`src/rtl/mc_pkg.sv`:
```
// Shared definitions for the multicycle MIPS control path: state encoding,
// opcodes, OpALU codes (also consumed by the ALU control decoder) and mux encodings.
package mc_pkg;

  typedef enum logic [3:0] {
    S_FETCH  = 4'd0,
    S_DECODE = 4'd1,
    S_MEMADR = 4'd2,
    S_MEMRD  = 4'd3,
    S_MEMWB  = 4'd4,
    S_MEMWR  = 4'd5,
    S_EXEC   = 4'd6,
    S_ALUWB  = 4'd7,
    S_BRANCH = 4'd8,
    S_JUMP   = 4'd9
  } state_e;

  localparam logic [5:0] OP_RTYPE = 6'b000000;
  localparam logic [5:0] OP_LW    = 6'b100011;
  localparam logic [5:0] OP_SW    = 6'b101011;
  localparam logic [5:0] OP_BEQ   = 6'b000100;
  localparam logic [5:0] OP_J     = 6'b000010;

  localparam logic [1:0] ALU_ADD   = 2'b00;
  localparam logic [1:0] ALU_SUB   = 2'b01;
  localparam logic [1:0] ALU_FUNCT = 2'b10;

  localparam logic [1:0] SRCB_REGB  = 2'b00;
  localparam logic [1:0] SRCB_FOUR  = 2'b01;
  localparam logic [1:0] SRCB_SEXT  = 2'b10;
  localparam logic [1:0] SRCB_SEXT2 = 2'b11;

  localparam logic [1:0] PCSRC_ALU    = 2'b00;
  localparam logic [1:0] PCSRC_ALUOUT = 2'b01;
  localparam logic [1:0] PCSRC_JUMP   = 2'b10;

  // Full control word produced for one cycle
  typedef struct packed {
    logic       pc_write;
    logic       pc_write_cond;
    logic       iord;
    logic       mem_read;
    logic       mem_write;
    logic       mem_to_reg;
    logic       ir_write;
    logic       reg_dst;
    logic       reg_write;
    logic       alu_src_a;
    logic [1:0] alu_src_b;
    logic [1:0] op_alu;
    logic [1:0] pc_source;
    logic       instr_done;
  } ctrl_t;

endpackage

```
`src/rtl/multicycle_control_if.sv`:
```
// Control bus between the multicycle FSM (master) and the datapath (slave).
// state is a debug view of the FSM state register.
interface mc_ctrl_if;
  logic [5:0] opcode;
  logic       mem_ready;
  logic       PCWrite;
  logic       PCWriteCond;
  logic       IorD;
  logic       MemRead;
  logic       MemWrite;
  logic       MemtoReg;
  logic       IRWrite;
  logic       RegDst;
  logic       RegWrite;
  logic       ALUSrcA;
  logic [1:0] ALUSrcB;
  logic [1:0] OpALU;
  logic [1:0] PCSource;
  logic       instr_done;
  logic       illegal_op;
  logic [3:0] state;

  modport master (
    input  opcode, mem_ready,
    output PCWrite, PCWriteCond, IorD, MemRead, MemWrite, MemtoReg, IRWrite,
           RegDst, RegWrite, ALUSrcA, ALUSrcB, OpALU, PCSource, instr_done,
           illegal_op, state
  );

  modport slave (
    output opcode, mem_ready,
    input  PCWrite, PCWriteCond, IorD, MemRead, MemWrite, MemtoReg, IRWrite,
           RegDst, RegWrite, ALUSrcA, ALUSrcB, OpALU, PCSource, instr_done,
           illegal_op, state
  );
endinterface

```
`src/rtl/mc_output_decode.sv`:
```
// Moore output decode: state (plus mem_ready in the memory states) -> control word.
module mc_output_decode
  import mc_pkg::*;
#(
  parameter bit WAIT_MEM = 1'b1
) (
  input  state_e   state,
  input  logic     mem_ready,
  output ctrl_t    ctrl
);

  logic rdy;
  assign rdy = mem_ready | ~WAIT_MEM;

  // Per-state strobes; everything not named in a state stays 0
  always_comb begin
    ctrl = '0;
    case (state)
      S_FETCH: begin
        ctrl.mem_read  = 1'b1;
        ctrl.alu_src_b = SRCB_FOUR;
        ctrl.ir_write  = rdy;
        ctrl.pc_write  = rdy;
      end
      S_DECODE: begin
        ctrl.alu_src_b = SRCB_SEXT2;
        ctrl.op_alu    = ALU_ADD;
      end
      S_MEMADR: begin
        ctrl.alu_src_a = 1'b1;
        ctrl.alu_src_b = SRCB_SEXT;
      end
      S_MEMRD: begin
        ctrl.mem_read = 1'b1;
        ctrl.iord     = 1'b1;
      end
      S_MEMWB: begin
        ctrl.reg_write  = 1'b1;
        ctrl.mem_to_reg = 1'b1;
        ctrl.instr_done = 1'b1;
      end
      S_MEMWR: begin
        ctrl.mem_write  = 1'b1;
        ctrl.iord       = 1'b1;
        ctrl.instr_done = rdy;
      end
      S_EXEC: begin
        ctrl.alu_src_a = 1'b1;
        ctrl.alu_src_b = SRCB_REGB;
        ctrl.op_alu    = ALU_FUNCT;
      end
      S_ALUWB: begin
        ctrl.reg_write  = 1'b1;
        ctrl.reg_dst    = 1'b1;
        ctrl.instr_done = 1'b1;
      end
      S_BRANCH: begin
        ctrl.alu_src_a     = 1'b1;
        ctrl.op_alu        = ALU_SUB;
        ctrl.pc_write_cond = 1'b1;
        ctrl.pc_source     = PCSRC_ALUOUT;
        ctrl.instr_done    = 1'b1;
      end
      S_JUMP: begin
        ctrl.pc_write   = 1'b1;
        ctrl.pc_source  = PCSRC_JUMP;
        ctrl.instr_done = 1'b1;
      end
      default: ctrl = '0;
    endcase
  end

endmodule

```
`src/rtl/multicycle_control.sv`:
```
// Main control FSM for the multicycle MIPS datapath (R-type, lw, sw, beq, j).
// Opcode is captured in DECODE so MEMADR can pick lw/sw after IR may have moved on.
module multicycle_control
  import mc_pkg::*;
#(
  parameter bit         WAIT_MEM = 1'b1,
  parameter logic [5:0] OP_RTYPE = mc_pkg::OP_RTYPE,
  parameter logic [5:0] OP_LW    = mc_pkg::OP_LW,
  parameter logic [5:0] OP_SW    = mc_pkg::OP_SW,
  parameter logic [5:0] OP_BEQ   = mc_pkg::OP_BEQ,
  parameter logic [5:0] OP_J     = mc_pkg::OP_J
) (
  input  logic       clk,
  input  logic       reset,
  mc_ctrl_if.master  bus
);

  state_e     state_q, state_d;
  logic [5:0] opc_q, opc_d;
  logic       illegal_q, illegal_d;
  logic       rdy;
  ctrl_t      ctrl, ctrl_o;

  assign rdy = bus.mem_ready | ~WAIT_MEM;

  // State, latched opcode and the delayed illegal-opcode pulse
  always_ff @(posedge clk) begin
    if (reset) begin
      state_q   <= S_FETCH;
      opc_q     <= '0;
      illegal_q <= 1'b0;
    end else begin
      state_q   <= state_d;
      opc_q     <= opc_d;
      illegal_q <= illegal_d;
    end
  end

  // Next-state logic
  always_comb begin
    state_d   = state_q;
    opc_d     = opc_q;
    illegal_d = 1'b0;
    case (state_q)
      S_FETCH:  if (rdy) state_d = S_DECODE;
      S_DECODE: begin
        opc_d = bus.opcode;
        if (bus.opcode == OP_LW || bus.opcode == OP_SW) state_d = S_MEMADR;
        else if (bus.opcode == OP_RTYPE)                state_d = S_EXEC;
        else if (bus.opcode == OP_BEQ)                  state_d = S_BRANCH;
        else if (bus.opcode == OP_J)                    state_d = S_JUMP;
        else begin
          state_d   = S_FETCH;
          illegal_d = 1'b1;
        end
      end
      S_MEMADR: state_d = (opc_q == OP_SW) ? S_MEMWR : S_MEMRD;
      S_MEMRD:  if (rdy) state_d = S_MEMWB;
      S_MEMWR:  if (rdy) state_d = S_FETCH;
      S_EXEC:   state_d = S_ALUWB;
      S_MEMWB, S_ALUWB, S_BRANCH, S_JUMP: state_d = S_FETCH;
      default:  state_d = S_FETCH;
    endcase
  end

  mc_output_decode #(.WAIT_MEM(WAIT_MEM)) u_dec (
    .state     (state_q),
    .mem_ready (bus.mem_ready),
    .ctrl      (ctrl)
  );

  // Reset kills every strobe immediately, even mid-instruction
  always_comb begin
    ctrl_o = ctrl;
    if (reset) ctrl_o = '0;
  end

  assign bus.PCWrite     = ctrl_o.pc_write;
  assign bus.PCWriteCond = ctrl_o.pc_write_cond;
  assign bus.IorD        = ctrl_o.iord;
  assign bus.MemRead     = ctrl_o.mem_read;
  assign bus.MemWrite    = ctrl_o.mem_write;
  assign bus.MemtoReg    = ctrl_o.mem_to_reg;
  assign bus.IRWrite     = ctrl_o.ir_write;
  assign bus.RegDst      = ctrl_o.reg_dst;
  assign bus.RegWrite    = ctrl_o.reg_write;
  assign bus.ALUSrcA     = ctrl_o.alu_src_a;
  assign bus.ALUSrcB     = ctrl_o.alu_src_b;
  assign bus.OpALU       = ctrl_o.op_alu;
  assign bus.PCSource    = ctrl_o.pc_source;
  assign bus.instr_done  = ctrl_o.instr_done;
  assign bus.illegal_op  = illegal_q & ~reset;
  assign bus.state       = state_q;

endmodule

```
`src/flat_wrapper.sv`:
```
// flat-port wrapper written by rule: the top's interface ports become plain ports
module multicycle_control_flat import mc_pkg::*;
#(
  parameter bit         WAIT_MEM = 1'b1,
  parameter logic [5:0] OP_RTYPE = mc_pkg::OP_RTYPE,
  parameter logic [5:0] OP_LW    = mc_pkg::OP_LW,
  parameter logic [5:0] OP_SW    = mc_pkg::OP_SW,
  parameter logic [5:0] OP_BEQ   = mc_pkg::OP_BEQ,
  parameter logic [5:0] OP_J     = mc_pkg::OP_J
)
  (clk, reset, bus_opcode, bus_mem_ready, bus_PCWrite, bus_PCWriteCond, bus_IorD, bus_MemRead, bus_MemWrite, bus_MemtoReg, bus_IRWrite, bus_RegDst, bus_RegWrite, bus_ALUSrcA, bus_ALUSrcB, bus_OpALU, bus_PCSource, bus_instr_done, bus_illegal_op, bus_state);
  mc_ctrl_if bus_i ();
  input  logic clk;
  input  logic reset;
  input wire logic [$bits(bus_i.opcode)-1:0] bus_opcode;
  input wire logic [$bits(bus_i.mem_ready)-1:0] bus_mem_ready;
  output wire logic [$bits(bus_i.PCWrite)-1:0] bus_PCWrite;
  output wire logic [$bits(bus_i.PCWriteCond)-1:0] bus_PCWriteCond;
  output wire logic [$bits(bus_i.IorD)-1:0] bus_IorD;
  output wire logic [$bits(bus_i.MemRead)-1:0] bus_MemRead;
  output wire logic [$bits(bus_i.MemWrite)-1:0] bus_MemWrite;
  output wire logic [$bits(bus_i.MemtoReg)-1:0] bus_MemtoReg;
  output wire logic [$bits(bus_i.IRWrite)-1:0] bus_IRWrite;
  output wire logic [$bits(bus_i.RegDst)-1:0] bus_RegDst;
  output wire logic [$bits(bus_i.RegWrite)-1:0] bus_RegWrite;
  output wire logic [$bits(bus_i.ALUSrcA)-1:0] bus_ALUSrcA;
  output wire logic [$bits(bus_i.ALUSrcB)-1:0] bus_ALUSrcB;
  output wire logic [$bits(bus_i.OpALU)-1:0] bus_OpALU;
  output wire logic [$bits(bus_i.PCSource)-1:0] bus_PCSource;
  output wire logic [$bits(bus_i.instr_done)-1:0] bus_instr_done;
  output wire logic [$bits(bus_i.illegal_op)-1:0] bus_illegal_op;
  output wire logic [$bits(bus_i.state)-1:0] bus_state;
  assign bus_i.opcode = bus_opcode;
  assign bus_i.mem_ready = bus_mem_ready;
  assign bus_PCWrite = bus_i.PCWrite;
  assign bus_PCWriteCond = bus_i.PCWriteCond;
  assign bus_IorD = bus_i.IorD;
  assign bus_MemRead = bus_i.MemRead;
  assign bus_MemWrite = bus_i.MemWrite;
  assign bus_MemtoReg = bus_i.MemtoReg;
  assign bus_IRWrite = bus_i.IRWrite;
  assign bus_RegDst = bus_i.RegDst;
  assign bus_RegWrite = bus_i.RegWrite;
  assign bus_ALUSrcA = bus_i.ALUSrcA;
  assign bus_ALUSrcB = bus_i.ALUSrcB;
  assign bus_OpALU = bus_i.OpALU;
  assign bus_PCSource = bus_i.PCSource;
  assign bus_instr_done = bus_i.instr_done;
  assign bus_illegal_op = bus_i.illegal_op;
  assign bus_state = bus_i.state;
  multicycle_control #(.WAIT_MEM(WAIT_MEM), .OP_RTYPE(OP_RTYPE), .OP_LW(OP_LW), .OP_SW(OP_SW), .OP_BEQ(OP_BEQ), .OP_J(OP_J)) u_core (.clk(clk), .reset(reset), .bus(bus_i));
endmodule
```
`config.mk`:
```
export PLATFORM = sky130hd
export DESIGN_NAME = multicycle_control_flat
export DESIGN_NICKNAME = d
export VERILOG_FILES = /design/src/rtl/mc_pkg.sv /design/src/rtl/multicycle_control_if.sv /design/src/rtl/mc_output_decode.sv /design/src/rtl/multicycle_control.sv /design/src/flat_wrapper.sv
export SDC_FILE = /design/constraint.sdc
export NUM_CORES = 1
export LEC_CHECK = 0
export BUFFER_PORTS_ARGS = -buffer_cell sky130_fd_sc_hd__buf_2
export CAP_MARGIN = 20
export CORE_UTILIZATION = 49
export DETAILED_ROUTE_END_ITERATION = 8
export PLACE_DENSITY_LB_ADDON = 0.25
export SETUP_SLACK_MARGIN = 0.4
export SYNTH_ARGS = -nofsm -noshare
export SYNTH_HDL_FRONTEND = slang
export SYNTH_SLANG_ARGS = --single-unit
```
`constraint.sdc`:
```
create_clock -name clk -period 2.33 [get_ports clk]
set_input_delay 0.466 -clock clk [delete_from_list [all_inputs] [get_ports clk]]
set_output_delay 0.466 -clock clk [all_outputs]
set_load 0.02 [all_outputs]
```
==> run_results.csv <==
group,metric,value,unit
logic_synthesis,syn-num-nets,110,
logic_synthesis,yosysSeqAreaShare,29.98,%
critical_path,path_class,"flop to output pin",
placement,portBuffers,30,
logic_synthesis,synthCells,101,
clocking,clk_path_buf_depth,2,
timing,whs,0.4263,ns
detailed_routing,vias_per_cell,5.948,
timing,fmaxAchievable,531.5,MHz
timing,slew_headroom,57.01,%
power,peakVddDrop,398.5,uV
detailed_routing,drtIter0Drc,23,
critical_path,required,1.86,ns
layout,nNetsFinal,149,
critical_path,slowest_delay,0.38,ns
layout,num-fill-cells,103,
logic_synthesis,yosys_warnings,0,
critical_path,worst_setup_path_start_kind,"flop",
timing,clock_skew,0.005532,ns
detailed_routing,routedWlPerCell,14.36,um
layout,multiInputGateArea,523.0,sq um
critical_path,rr_endpoint,"u_core.bus.state[2]",
hold_path,hold_depth,2,
detailed_routing,num_vias,916,
clocking,postCtsHoldBufs,0,
layout,antenna_cells,0,
timing,period_minus_slack,1.882,ns
clocking,root_buffer,"clkbuf_4",
clocking,clock_latency,0.28,ns
placement,gp_congestion,0.8439,
global_routing,grt_antenna_before_repair,0,
floorplan,ios,31,
detailed_routing,ant_nets,0,
critical_path,r2r_slack,0.57,ns
critical_path,rr_startpoint,"u_core.bus.state[3]",
floorplan,row_count,13,
timing,final-max-slew-violation-count,0,
critical_path,crit_buf_inv,1,
placement,dp.cells,143,
layout,layout.cells.non_filler,154,
power,power_density,411.5,nW/um^2
floorplan,fp.coreArea,1350,sq um
logic_synthesis,synth_cell_type_count,30,
critical_path,cp_max_fo,8,
clocking,numCtsBuffers,3,
critical_path,crit_path_cell_trace,"nor2_4 -> nand2_4 -> nor4b_4 -> or2_4 -> buf_4",
logic_synthesis,syn_avg_cell_area,7.272,sq um
critical_path,ff2ff_path_depth,5,
detailed_routing,dr.pass1.iters,4,
power,p_leak,0.4677,nW
clocking,cts_max_level,1,
placement,dpl_cell_area,902.1,sq um
detailed_routing,drt_wl_total,2212,um
global_routing,grt_util_all_layers,26.47,%
timing,tightestPinTransition,0.6399,ns
floorplan,start_util,54.40,%
global_routing,grt-ovfl-total,0,
timing,tns,0,ns
layout,final_cell_area,1040,sq um
timing,setup_violations,0,
logic_synthesis,syn_area,734.5,sq um
critical_path,slowest_stage,"dfxtp_4",
clocking,cts_sinks,11,
global_routing,grt_first_pass_wirelength,2870,um
power,power,427.8,uW
timing,rsz0062_at_grt,"yes",
timing,fin_crit_sh,80.75,%
floorplan,dieArea,1658,sq um
critical_path,cp.arrival,1.42,ns
clocking,cts_tree,"done",
floorplan,die_w,40.72,um
job,maxCapViolCount,0,
critical_path,cpLargestDelayFamily,"simple AND/OR/NAND/NOR gates",
clocking,path_clk_slew,0.06,ns
status,status,"completed",
detailed_routing,drc_errors,0,
hold_path,holdPathEnd,"u_core.opc_q[4]",
timing,hold_viol,0,
floorplan,die_h,40.72,um
logic_synthesis,synth_seq_cells,11,
global_routing,grt_pass1_vias,650,
layout,seqCellArea,231.5,sq um
placement,dp_hpwl,1364,um
layout,drive_above_1_share,41.73,%
critical_path,end_kind,"output pin",
layout,area_delta_synth_final,41.57,%
global_routing,grt_max_degree,16,
hold_path,min_from,"reset",
hold_path,hold_class,"input port to flop",
-- flip-flops by register name, summed over array words and instances, names as in the netlist --
signal / count
u_core.opc_q: 6
u_core.bus.state: 4
u_core.illegal_q: 1
-- final cells by class --
class                      count  share of cell area, %
multi-input combinational     83                  50.30
sequential                    11                  22.26
timing repair buffer          40                  22.74
clock buffer                   4                  2.527
tap                           15                  1.805
inverter                       1                 0.3610
-- where the power goes --
group | total, mW | internal [mW] | switching [mW]
Clock | 0.135 | 0.0666 | 0.0680
Sequential | 0.199 | 0.193 | 0.00628
Combinational | 0.0942 | 0.0398 | 0.0544
-- Yosys cell counts (all sizes together) --
cell type  number  area (sq um)
o21ai           4         20.02
nor4b           1         8.760
o21bai          1         7.510
inv             1         3.750
nor4bb          1         10.01
a211oi          1         7.510
and3            2         12.51
dfxtp          11         220.2
nor4            2         12.51
a2111oi         2         17.52
a21boi          1         7.510
nor2            9         33.78
a21oi          12         60.06
a221oi          1         15.01
nor3           10         60.06
nand2          19         71.32
xor2            2         17.52
a41oi           1         8.760
buf             3         27.52
clkbuf          3         11.26
or2             2         12.51
nand4           1         6.260
nor2b           1         6.260
nor3b           1         7.510
or4b            1         10.01
nand2b          3         18.77
a311o           1         10.01
nand3b          4         30.03
-- kinds of logic after synthesis --
kind of cell    share of synthesized area, %
buf+inv                                5.791
compound gates                         20.96
flops                                  29.98
simple gates                           40.89
xor+xnor                               2.385
-- cell usage in the layout (no fill, tap or decap), types with 2 or more instances in the layout --
cell type and instances:
buf_2 27, nand2_1 18, a21oi_1 12, buf_4 12
nor3_1 8, nor2_1 8, dfxtp_1 8, nand3b_1 4
o21ai_0 3, clkbuf_4 3, dfxtp_4 3, xor2_1 2
and3_1 2, nand2b_4 2, nor4_1 2, nor3_2 2
a2111oi_0 2
-- metal layers --
layer	up-vias	share of wire (%)	global-route usage, %
met5	-	0	0
met4	0	1.8	5.000
met3	10	6.0	9.783
met2	42	48	40.48
met1	417	44	35.53
li1	447	-	-
-- what timing repair did --
item                                   in CTS  in global routing
pin swaps                                   0                  5
buffers inserted                            0                  7
cloned                                      0                  0
endpoints found under the hold margin       0                  0
resized for setup                           7                 14
setup endpoints to repair                   9                  7
-- metrics by stage --
| stage | utilization, % | setup slack [ns] |
|---|---|---|
| CTS | 70.34 | 0.4001 |
| floorplan | - | 0.3844 |
| global placement | 66.82 | 0.3515 |
| detailed placement | 66.82 | 0.3059 |
| finish | 77.02 | 0.4485 |
| global route | 77.02 | 0.3857 |
-- worst max-delay path by stage --
| stage | end | depth (start not counted) | start | slack (ns) |
|---|---|---|---|---|
| 2_1_floorplan | bus_instr_done | 5 | u_core.bus.state[0] | 0.38 |
| 3_3_place_gp | bus_PCWrite | 6 | reset | 0.35 |
| 3_5_place_dp | bus_PCWrite | 6 | reset | 0.31 |
| 4_1_cts | bus_MemRead | 5 | u_core.bus.state[0] | 0.40 |
| 5_1_grt | bus_PCWrite | 5 | u_core.bus.state[3] | 0.39 |
| 6_report | bus_PCWrite | 5 | u_core.bus.state[3] | 0.45 |
(Power assumes the default switching activity.)
